`src/rtl/rx_ingress_arbiter.sv`:
```
// rx_ingress_arbiter: shares the packet-memory write port among NUM_PORTS
// receive MACs. Whole frames are granted round-robin, and the granted port's
// beats are forwarded to memory through one output register stage.
// Optional build macro RX_ARB_WATCHDOG_EN adds an idle-beat watchdog that
// aborts a locked frame after WDOG_CYCLES ready cycles without a beat.
module rx_ingress_arbiter #(
  parameter int NUM_PORTS   = 4,
  parameter int DATA_WIDTH  = 8,
  parameter int WDOG_CYCLES = 64
) (
  input  logic                            switch_clk,
  input  logic                            switch_rst_n,
  input  logic [NUM_PORTS-1:0]            rx_valid_i,
  input  logic [NUM_PORTS*DATA_WIDTH-1:0] rx_data_i,
  input  logic [NUM_PORTS-1:0]            rx_sof_i,
  input  logic [NUM_PORTS-1:0]            rx_eof_i,
  input  logic [NUM_PORTS-1:0]            rx_error_i,
  output logic [NUM_PORTS-1:0]            rx_grant_o,
  input  logic                            mem_ready_i,
  output logic [DATA_WIDTH-1:0]           mem_data_o,
  output logic                            mem_valid_o,
  output logic                            mem_sof_o,
  output logic                            mem_eof_o,
  output logic                            mem_error_o,
  output logic [$clog2(NUM_PORTS)-1:0]    mem_port_o
);

  localparam int PW = $clog2(NUM_PORTS);

  typedef enum logic [0:0] {IDLE = 1'b0, LOCK = 1'b1} state_t;

  state_t                state, state_nxt;
  logic [PW-1:0]         rr_ptr, rr_ptr_nxt;
  logic [PW-1:0]         lock_port, lock_port_nxt;
  logic [NUM_PORTS-1:0]  pending, pending_nxt;
  logic [NUM_PORTS-1:0]  req, lock_mask;
  logic                  first_beat, first_beat_nxt;
  logic                  sel_found;
  logic [PW-1:0]         sel_port;
  logic                  lk_valid, lk_sof, lk_eof, lk_err;
  logic [DATA_WIDTH-1:0] lk_data;
  logic                  grant_en, accept, viol, eof_acc, wdog_trip;

  // Port index (base + off) wrapped into 0..NUM_PORTS-1.
  function automatic logic [PW-1:0] wrap_add(input logic [PW-1:0] base, input int off);
    int s;
    s = int'(base) + off;
    if (s >= NUM_PORTS) s = s - NUM_PORTS;
    return PW'(s);
  endfunction

  // The locked port's lane, selected out of the per-port buses.
  assign lk_valid  = rx_valid_i[lock_port];
  assign lk_sof    = rx_sof_i[lock_port];
  assign lk_eof    = rx_eof_i[lock_port];
  assign lk_err    = rx_error_i[lock_port];
  assign lk_data   = rx_data_i[lock_port*DATA_WIDTH +: DATA_WIDTH];
  assign lock_mask = NUM_PORTS'(1) << lock_port;

  // A port holding sof in IDLE is eligible in the same cycle, giving the
  // one-cycle arbitration latency without waiting for its pending bit.
  assign req = pending | rx_sof_i;

  assign grant_en   = (state == LOCK) && mem_ready_i && !wdog_trip;
  assign accept     = grant_en && lk_valid;
  assign viol       = accept && lk_sof && !first_beat;
  assign eof_acc    = accept && lk_eof && !viol;
  assign rx_grant_o = grant_en ? lock_mask : '0;

  // Round-robin search: first requesting port at or above rr_ptr, with wrap.
  always_comb begin
    sel_found = 1'b0;
    sel_port  = rr_ptr;
    for (int i = 0; i < NUM_PORTS; i++) begin
      if (!sel_found && req[wrap_add(rr_ptr, i)]) begin
        sel_found = 1'b1;
        sel_port  = wrap_add(rr_ptr, i);
      end
    end
  end

  // Frame-level arbitration FSM: next state, pending set/clear, pointer advance.
  always_comb begin
    state_nxt      = state;
    rr_ptr_nxt     = rr_ptr;
    lock_port_nxt  = lock_port;
    first_beat_nxt = first_beat;
    pending_nxt    = pending;
    case (state)
      IDLE: begin
        pending_nxt = pending | rx_sof_i;
        if (sel_found) begin
          state_nxt             = LOCK;
          lock_port_nxt         = sel_port;
          first_beat_nxt        = 1'b1;
          pending_nxt[sel_port] = 1'b0;
        end
      end
      LOCK: begin
        pending_nxt = pending | (rx_sof_i & ~lock_mask);
        if (accept) first_beat_nxt = 1'b0;
        if (viol) begin
          // A new sof mid-frame aborts this frame and re-queues the port.
          pending_nxt[lock_port] = 1'b1;
          rr_ptr_nxt             = wrap_add(lock_port, 1);
          state_nxt              = IDLE;
        end else if (eof_acc || wdog_trip) begin
          rr_ptr_nxt = wrap_add(lock_port, 1);
          state_nxt  = IDLE;
        end
      end
      default: state_nxt = IDLE;
    endcase
  end

  // Control state registers.
  always_ff @(posedge switch_clk or negedge switch_rst_n) begin
    if (!switch_rst_n) begin
      state      <= IDLE;
      rr_ptr     <= '0;
      lock_port  <= '0;
      first_beat <= 1'b0;
      pending    <= '0;
    end else begin
      state      <= state_nxt;
      rr_ptr     <= rr_ptr_nxt;
      lock_port  <= lock_port_nxt;
      first_beat <= first_beat_nxt;
      pending    <= pending_nxt;
    end
  end

  // ---- stage boundary: accepted beat -> memory output register ----
  // Strobes pulse for one cycle; data, port and error hold between events.
  always_ff @(posedge switch_clk or negedge switch_rst_n) begin
    if (!switch_rst_n) begin
      mem_valid_o <= 1'b0;
      mem_sof_o   <= 1'b0;
      mem_eof_o   <= 1'b0;
      mem_error_o <= 1'b0;
      mem_data_o  <= '0;
      mem_port_o  <= '0;
    end else begin
      mem_valid_o <= accept && !viol;
      mem_sof_o   <= accept && !viol && first_beat;
      mem_eof_o   <= eof_acc || viol || wdog_trip;
      if (accept && !viol) mem_data_o <= lk_data;
      if (accept || wdog_trip) mem_port_o <= lock_port;
      if (eof_acc) mem_error_o <= lk_err;
      else if (viol || wdog_trip) mem_error_o <= 1'b1;
    end
  end

`ifdef RX_ARB_WATCHDOG_EN
  localparam int WW = $clog2(WDOG_CYCLES + 1);

  logic [WW-1:0] wdog_cnt;
  logic [15:0]   wdog_trip_count;

  // Trip once WDOG_CYCLES ready cycles pass without an accepted beat.
  assign wdog_trip = (state == LOCK) && (wdog_cnt == WW'(WDOG_CYCLES));

  // Idle-beat counter: cleared outside LOCK and on every accepted beat,
  // frozen while memory back-pressures.
  always_ff @(posedge switch_clk or negedge switch_rst_n) begin
    if (!switch_rst_n) begin
      wdog_cnt <= '0;
    end else if (state != LOCK || accept) begin
      wdog_cnt <= '0;
    end else if (mem_ready_i && !wdog_trip) begin
      wdog_cnt <= wdog_cnt + 1'b1;
    end
  end

  // Saturating count of watchdog aborts.
  always_ff @(posedge switch_clk or negedge switch_rst_n) begin
    if (!switch_rst_n) begin
      wdog_trip_count <= '0;
    end else if (wdog_trip && wdog_trip_count != 16'hFFFF) begin
      wdog_trip_count <= wdog_trip_count + 16'd1;
    end
  end
`else
  logic unused_wdog;
  assign wdog_trip   = 1'b0;
  assign unused_wdog = (WDOG_CYCLES > 0);
`endif

endmodule
```
`config.mk`:
```
export PLATFORM = sky130hd
export DESIGN_NAME = rx_ingress_arbiter
export DESIGN_NICKNAME = d
export VERILOG_FILES = /design/src/rtl/rx_ingress_arbiter.sv
export SDC_FILE = /design/constraint.sdc
export NUM_CORES = 1
export LEC_CHECK = 0
export ABC_CLOCK_PERIOD_IN_PS = 2400
export BUFFER_PORTS_ARGS = -buffer_cell sky130_fd_sc_hd__clkbuf_2
export CORE_MARGIN = 4
export CORE_UTILIZATION = 47
export CTS_CLUSTER_SIZE = 25
export DETAILED_ROUTE_END_ITERATION = 6
export PLACE_DENSITY = 0.8
export SLEW_MARGIN = 5
export SYNTH_ARGS = -nofsm -noshare
export SYNTH_HDL_FRONTEND = slang
export SYNTH_SLANG_ARGS = --single-unit
```
`constraint.sdc`:
```
create_clock -name switch_clk -period 2.4 [get_ports switch_clk]
set_input_delay 0.48 -clock switch_clk [delete_from_list [all_inputs] [get_ports switch_clk]]
set_output_delay 0.48 -clock switch_clk [all_outputs]
set_load 0.05 [all_outputs]
```
# Word level (Yosys, flattened, before mapping)
# Cells that the tools add are included.
[op_classes]
n_addsub = 9
multipliers = 0
n_div = 0
order_cmp = 13
eq_ne = 2
shift = 2
mux = 48
bitwise_logic = 8
n_reduce_logical = 23
[op_table]
columns = ["op", "count"]
rows = [
  ["$shiftx A32 B6 Y8", 1],
  ["$mux W2", 11],
  ["$mux W1", 21],
  ["$lt A2 B3 Y1 const B", 6],
  ["$bmux W1 S2", 8],
  ["$logic_and A1 B1 Y1", 13],
  ["$ge A3 B3 Y1 const B", 4],
  ["$mux W4", 3],
  ["$or A4 B4 Y4", 3],
  ["$sub A2 B1 Y2 const B", 5],
  ["$and A4 B4 Y4", 2],
  ["$not A4 Y4", 2],
  ["$pmux W4 S2", 1],
  ["$add A2 B1 Y3 const B", 2],
  ["$add A2 B2 Y3 const B", 2],
  ["$reduce_and A2 Y1", 3],
  ["$logic_not A1 Y1", 5],
  ["$demux W1 S2", 2],
  ["$ge A2 B1 Y1 const B", 2],
  ["$pmux W1 S2", 2],
  ["$shl A1 B2 Y4 const A", 1],
  ["$ge A2 B3 Y1 const B", 1],
  ["$ne A2 B1 Y1 const B", 1],
  ["$ne A2 B2 Y1 const B", 1],
  ["3 further kinds", 3],
]
[word_totals]
ff_bits = 24
latchBits = 0
ram_bits = 0
mem_bits_ro = 0
inputBits = 51
out_inout_bits = 18
elab_cells = 116
n_memories = 0

# Logic depth before layout (Yosys ltp)
# Gate-level depths: netlist of the first run.
[depth]
word_depth = 22
mapped_depth = 6

# Worst setup path after synthesis of the first run
# OpenSTA, ideal clock, no wires.
[synth_timing]
kind = "register to output"
start = "register lock_port[0]"
end = "output port rx_grant_o[2]"
t_arrival_ns = 1.449
t_required_ns = 1.920
slack_ns = 0.471
stages_incl_launch_ff = 6
n_path_buf = 2
cell_sequence = "dfrtp_1 -> buf_6 -> buf_2 -> inv_1 -> ha_1 -> and3_1"
[synth_via]
elab_chain_len = 2
[synth_rtl]
columns = ["element", "line", "source"]
rows = [
  ["start: declaration", "34", "logic [PW-1:0] lock_port, lock_port_nxt;"],
  ["start signal: assignment", "127", "lock_port <= lock_port_nxt;"],
  ["$shl A1 B2 Y4", "58", "assign lock_mask = NUM_PORTS'(1) << lock_port;"],
  ["$mux W4", "68", "assign rx_grant_o = grant_en ? lock_mask : '0;"],
  ["end: declaration", "18", "output logic [NUM_PORTS-1:0] rx_grant_o,"],
]
# No other way between the ends.

# Worst setup path after layout of the first run
[layout_timing]
start = "register lock_port[1]"
end = "output port rx_grant_o[1]"
# The elaborated chain is that of the path after synthesis.

==> results.txt, run 1 <==
----------------------------------------------------
[Outcome]
  Run status ... complete, no violations

[Die]
  Core outline area ... roughly 0.0031 mm2
  Die height ... approximately 65 um
  Top Ports ... 69
  Width of the chip ... 65.4 um
  Row count ... 20
  Die ar. ... roughly 0.0043 mm2
  Initial Utilization ... between 40% and 50%

[Clocking]
  Number of clock sinks ... 24
  Hold-fix buffer count after cts ... 0
  CTS tree ... done
  CTS HTree Levels ... 1
  Setup bufs post-CTS ... 0
  Clock root cell ... clkbuf_4
  Clock buffer depth ... 2
  Worst skew pair latency ... 0.31 ns
  Number of buffers created by CTS ... 3
  Clock transition time at the flip-flop clock pins of the worst setup and hold paths ... 0.14 ns

[Layout]
  Commonest cells after routing, fill and taps aside ... clkbuf_2 (68), dfrtp_1 (23), mux2_2 (10)
  Count of filler cells inserted in the layout ... 262
  Final-stage net count ... 252
  Ant diodes ... 0
  Share of final-layout standard cells stronger than drive strength 1 ... between 50% and 60%
  Sequential cell area in the final layout ... 602 um2
  Commonest non-fill, non-tap cell in the layout ... clkbuf_2
  Post-synthesis to final-layout area growth ... 26.9%
  Layout Cells excl Fill ... 240
  Fin util ... 63.3%
  Area occupied by multi-input gates ... 866 um2

[STA]
  Fin crit period ... 2.15 ns
  Final worst clock skew ... 0.00786 ns
  Post-route clock period utilization ... 89.7%
  Setup repair after global routing missed its margin ... no
  Total negative slack ... 0 ns
  WHS ... 0.147 ns
  Worst Tran Pin Value ... 0.612 ns
  Achievable frequency ... 0.465 GHz
  Number of endpoints failing setup at the final stage ... 0
  Relative slew slack ... 59.2%
  Fin. Hold Viols ... 0
  Final number of max-transition violations ... 0

[Detailed routing]
  Via density ... 5.93
  Average detailed-routed wire length per instance ... approximately 16 um
  Number of detailed-routing iterations run before antenna repair ... 4
  Post-Route WL ... 3.88 mm
  DRT antenna net count ... 0
  Via count ... 1422
  DR DRC count ... 0
  Number of DRC markers in iteration 0 ... 88

[Synth]
  Synth unique cells ... 40
  Fraction of synthesis flops using an asynchronous set or reset pin ... 100%
  Mapped cell area ... around 0.0015 mm2
  Area share of the largest cell type after synthesis ... about two fifths
  EDFF count, synth ... 0
  Sequential-to-total area share from yosys stat ... 38.8%
  Flip-flop and latch count after synthesis ... 24
  Cells taking the most area after synthesis ... dfrtp_1 (39%), mux4_2 (10%), mux2_2 (7.3%), mux4_1 (5.1%), ha_1 (3.2%)
  Count of synthesis-stage warnings from yosys ... 0
  Synthesized netlist net count ... 185
  Synth Instances ... 130
  Dominant synthesized flop cell ... dfrtp_1
  Library cell occupying the most area in the post-synthesis netlist ... dfrtp_1
  Average cell area after synthesis ... 11.9 um2

[Global route]
  Number of global-route vias before repair ... 1417
  GRT Total Usage ... 18.2%
  Global-route wire length before repair ... about 6.1 mm
  Pin count of the biggest net entering global routing ... 25
  Initial antenna violation count ... 0
  Global route overflow ... 0

[Setup path]
  Critical path data required time ... 1.92 ns
  CP arrival ... roughly 1.7 ns
  Critical Path Fanout Max ... 12
  Critical path start-end classification ... flip-flop to primary output
  Crit end category ... primary output
  Category of the worst setup path launch point ... flip-flop

[Pwr]
  Leakage dissipation ... 0.000933 uW
  Power per unit of standard cell area ... around 1400 mW/mm2
  Worst vdd rail ir drop ... 0.576 mV

[Worst hold path]
  Hold Path Class ... primary input to async pin

[Placement]
  Final estimated routing congestion in global placement ... 0.883
  IO buf count ... 68
  HPWL Detailed ... 3.10 mm
  Number of placed cells counting well taps ... 236

[Run]
  Max Cap Violations ... 0

----------------------------------------------------
[worst max-delay path: stages (launching register included)]
cell and delay, ns:
dfrtp_1 0.59, inv_1 0.12, ha_1 0.23, and3_1 0.19
clkbuf_2 0.23
[sequential cells by signal (all words and copies together) (netlist names)]
name and flops:
mem_sof_o 1, mem_data_o 8, rr_ptr 2, lock_port 2
mem_valid_o 1, mem_error_o 1, state 1, first_beat 1
mem_port_o 2, pending 4, mem_eof_o 1
[per-stage QoR]
step | area (um2) | worst slack [ns] | power [uW]
floorplan | 1550 | 0.471 | 2060
global placement | 1910 | 0.501 | 2360
detailed placement | 1910 | 0.451 | 2420
CTS | 1960 | 0.0962 | 2720
global route | 1960 | 0.135 | 2870
finish | 1960 | 0.247 | 2700
[Yosys cell counts, types with 2 or more instances]
library cell / count
mux4_1: 3
mux2_2: 10
a2111oi_0: 2
nor2b_1: 2
buf_6: 2
nor2_1: 5
o21ai_0: 8
and3_1: 4
a311oi_1: 2
a21oi_1: 4
dfrtp_1: 24
clkbuf_1: 4
mux2i_1: 5
ha_1: 4
a221oi_1: 3
o32ai_1: 4
buf_2: 2
mux4_2: 7
nand2_1: 6
inv_1: 9
[final cells by class]
| type | instances | area share, % |
|---|---|---|
| Tap cell | 44 | 2.80 |
| Inverter | 9 | 1.72 |
| Multi-Input combinational cell | 89 | 44.1 |
| Clock inverter | 1 | 1.53 |
| Clock buffer | 3 | 1.15 |
| Sequential cell | 24 | 30.6 |
| Timing Repair Buffer | 70 | 18.1 |
[per-layer routing]
layer	global-route usage [%]	vias to the layer above	share of wire [%]
met4	6.48	0	0.57
li1	-	640	-
met5	0	-	0
met3	3.42	6	11
met2	32.1	95	51
met1	22.1	681	38
[final timing paths]
check | from | to | slack [ns] | cells past startpoint
max | lock_port[1]$_DFFE_PN0P_ | rx_grant_o[1] | 0.25 | 4
min | switch_rst_n | mem_data_o[1]$_DFFE_PN0P_ | 0.15 | 1
max reg2reg | lock_port[1]$_DFFE_PN0P_ | mem_data_o[4]$_DFFE_PN0P_ | 0.48 | 4
min reg2reg | mem_error_o$_DFFE_PN0N_ | mem_error_o$_DFFE_PN0N_ | 0.52 | 1
max in group asynchronous | switch_rst_n | lock_port[0]$_DFFE_PN0P_ | 1.83 | 1
min in group switch_clk | mem_error_o$_DFFE_PN0N_ | mem_error_o$_DFFE_PN0N_ | 0.52 | 1
[timing repair]
item	in CTS	in global routing
hold endpoints to repair	0	0
resized for setup	0	1
setup endpoints to repair	0	1
[logic make-up (layout without fill, tap and decap cells)]
kind of cell	after synthesis	count (layout)	share of synthesized area, %
AO/OA/AOI/OAI	34	34	17.5
AND/OR/NAND/NOR	25	25	8.41
buffers and inverters	17	83	5.25
adder cells (fa/ha/maj)	4	4	3.23
multiplexers	26	26	26.8
flip-flops	24	24	38.8
[where the power goes]
group	internal (uW)	total (uW)	switching [uW]
combinational	631	1590	961
sequential	596	816	220
clock	169	292	123
Power figures use the tool's default switching activity.
==> inputs of run 2 (changes only) <==
Settings changed: ABC_CLOCK_PERIOD_IN_PS 2400 to 1800, CORE_UTILIZATION 47 to 42, GPL_ROUTABILITY_DRIVEN from default to 0, PLACE_DENSITY 0.8 to 0.75.
Clock period 2.4 ns to 1.8 ns, I/O delays scaled along.
==> run 2 against run 1 <==
Against the previous run:
- register-to-register slack worse by 0.46 ns
- sequential share of layout area down 4.2 points
- count of clock-buffer cells in the layout is the same
- global-route usage up 0.68 points
- total power is 57% higher
- design area rose by 16%
- final cell count is 7.5% higher
- die area is 10% higher
- critical endpoint is now rr_ptr[1]$_DFFE_PN0P_
- largest power group unchanged
==> results.txt, run 2 (synthesized netlist as in run 1, its figures left out) <==
----------------------------------------------------
[Setup path]
  Largest delay share family, worst path ... multiplexers
  Worst-case reg-to-reg path depth ... 5
  Critical Path Fanout Max ... 5
  Critical path start-end classification ... flip-flop to flip-flop
  Chain of cells forming the critical path ... buf_6, buf_12, mux4_2, o21a_4, mux2_4
  FF-to-FF Start ... lock_port[0]$_DFFE_PN0P_
  Critical R2R Capture ... rr_ptr[1]$_DFFE_PN0P_
  Critical path data required time ... 1.96 ns
  Cell with the largest stage delay on the worst path ... mux4_2
  CP arrival ... 1.93 ns
  Category of the worst setup path launch point ... flip-flop
  Crit end category ... flip-flop
  Delay of the slowest critical-path stage ... 0.53 ns
  Number of buffers and inverters on the critical path ... 2
  R2R Setup Slk ... approximately 0.022 ns

[Run]
  Max Cap Violations ... 0

[Global route]
  GRT Total Usage ... a little under a fifth
  Pin count of the biggest net entering global routing ... 25
  Global-route wire length before repair ... 6.62 mm
  Global route overflow ... 0
  Initial antenna violation count ... 0
  Number of global-route vias before repair ... 1354

[Die]
  Row count ... 21
  Die ar. ... 0.00472 mm2
  Initial Utilization ... between 40% and 50%
  Die height ... 68.7 um
  Core outline area ... around 0.0034 mm2
  Width of the chip ... about 69 um
  Top Ports ... 69

[Detailed routing]
  Number of detailed-routing iterations run before antenna repair ... 4
  Via density ... 5.53
  DRT antenna net count ... 0
  Post-Route WL ... 4.33 mm
  Via count ... roughly 1.4k
  DR DRC count ... 0
  Number of DRC markers in iteration 0 ... 83
  Average detailed-routed wire length per instance ... about 17 um

[STA]
  Fin. Hold Viols ... 0
  Post-route clock period utilization ... a little over nine tenths
  Number of endpoints failing setup at the final stage ... 0
  Final number of max-transition violations ... 0
  WHS ... 0.0891 ns
  Worst setup slack after layout ... 0.0224 ns
  Relative slew slack ... 59.5%
  Setup repair after global routing missed its margin ... yes
  Worst Tran Pin Value ... 0.607 ns
  Final worst clock skew ... 0.00356 ns
  Achievable frequency ... about 0.56 GHz
  Fin crit period ... 1.78 ns
  Total negative slack ... 0 ns

[Layout]
  Sequential cell area in the final layout ... 601 um2
  Count of filler cells inserted in the layout ... roughly 270
  Post-synthesis to final-layout area growth ... 46.6%
  Largest Register ... mem_data_o
  Number of flip-flops under the largest register name ... 8
  Commonest cells after routing, fill and taps aside ... clkbuf_2 (64), dfrtp_1 (24), buf_4 (13)
  Registers with the most flip-flops ... mem_data_o (8), pending (4)
  Area occupied by multi-input gates ... 935 um2
  Share of final-layout standard cells stronger than drive strength 1 ... 59.4%
  Area of all placed cells without fillers ... between 0.002 and 0.0025 mm2
  Final-stage net count ... approximately 270
  Ant diodes ... 0
  Commonest non-fill, non-tap cell in the layout ... clkbuf_2

[Outcome]
  Run status ... complete, no violations

[Pwr]
  Worst vdd rail ir drop ... 0.732 mV
  Power per unit of standard cell area ... 1870 mW/mm2
  Leakage dissipation ... 0.00104 uW

[Clocking]
  Hold-fix buffer count after cts ... 0
  CTS HTree Levels ... 1
  Number of buffers created by CTS ... 3
  Worst skew pair latency ... ~0.26 ns
  Clock buffer depth ... 2
  Clock root cell ... clkbuf_8
  CTS tree ... done
  Number of clock sinks ... 24
  Clock transition time at the flip-flop clock pins of the worst setup and hold paths ... 0.09 ns

[Placement]
  HPWL Detailed ... 3.15 mm
  IO buf count ... 68
  Setup WS pre-CTS ... 0.0337 ns
  Placed inst area ... 0.00203 mm2

[Worst hold path]
  Hold Path Class ... primary input to async pin

----------------------------------------------------
==> run 2: per-stage QoR <==
stage | total power [uW] | instances | util, %
after floorplan | 2750 | 130 | -
after global placement | 3430 | 248 | 59.0
after detailed placement | 3450 | 248 | 59.0
after CTS | 4090 | 253 | 63.8
after global routing | 4510 | 258 | 65.9
final | 4250 | 258 | 65.9
==> run 2: repair_timing <==
action,in CTS,in global routing
gates resized for setup,19,11
setup endpoints to repair,4,18
pin swaps,0,1
buffers inserted,1,5
==> run 2: cell type report <==
class | count | share of cell area, %
Multi-Input combinational cell | 89 | 41.2
Sequential cell | 24 | 26.5
Timing Repair Buffer | 86 | 25.0
Tap cell | 46 | 2.54
Clock buffer | 3 | 1.82
Inverter | 9 | 1.71
Clock inverter | 1 | 1.32
==> run 2: metal layers <==
layer	routed length (um)	vias to the layer above	part of all wire (%)	GRT usage (%)
met5	0	-	0	0
met4	101	0	2.3	5.60
met3	400	8	9.2	4.21
met2	2130	74	49	33.5
met1	1700	676	39	22.8
li1	-	669	-	-
==> run 2: where the power goes <==
group          leakage, uW  internal [uW]  switching [uW]
Combinational     0.000732           1250            1560
Clock            0.0000357            297             170
Sequential        0.000275            796             181
Total              0.00104           2340            1910
==> run 2: worst max-delay path by stage <==
| stage | startpoint | endpoint | slack [ns] | depth (start not counted) |
|---|---|---|---|---|
| after CTS | lock_port[0]$_DFFE_PN0P_ | mem_data_o[6]$_DFFE_PN0P_ | -0.0009 | 6 |
| after floorplan | lock_port[1]$_DFFE_PN0P_ | rx_grant_o[1] | 0.03 | 4 |
| final | lock_port[0]$_DFFE_PN0P_ | rr_ptr[1]$_DFFE_PN0P_ | 0.02 | 5 |
| after detailed placement | lock_port[0]$_DFFE_PN0P_ | mem_error_o$_DFFE_PN0N_ | 0.03 | 5 |
| after global routing | lock_port[0]$_DFFE_PN0P_ | rr_ptr[1]$_DFFE_PN0P_ | -0.009 | 5 |
| after global placement | lock_port[1]$_DFFE_PN0P_ | mem_data_o[3]$_DFFE_PN0P_ | 0.06 | 4 |
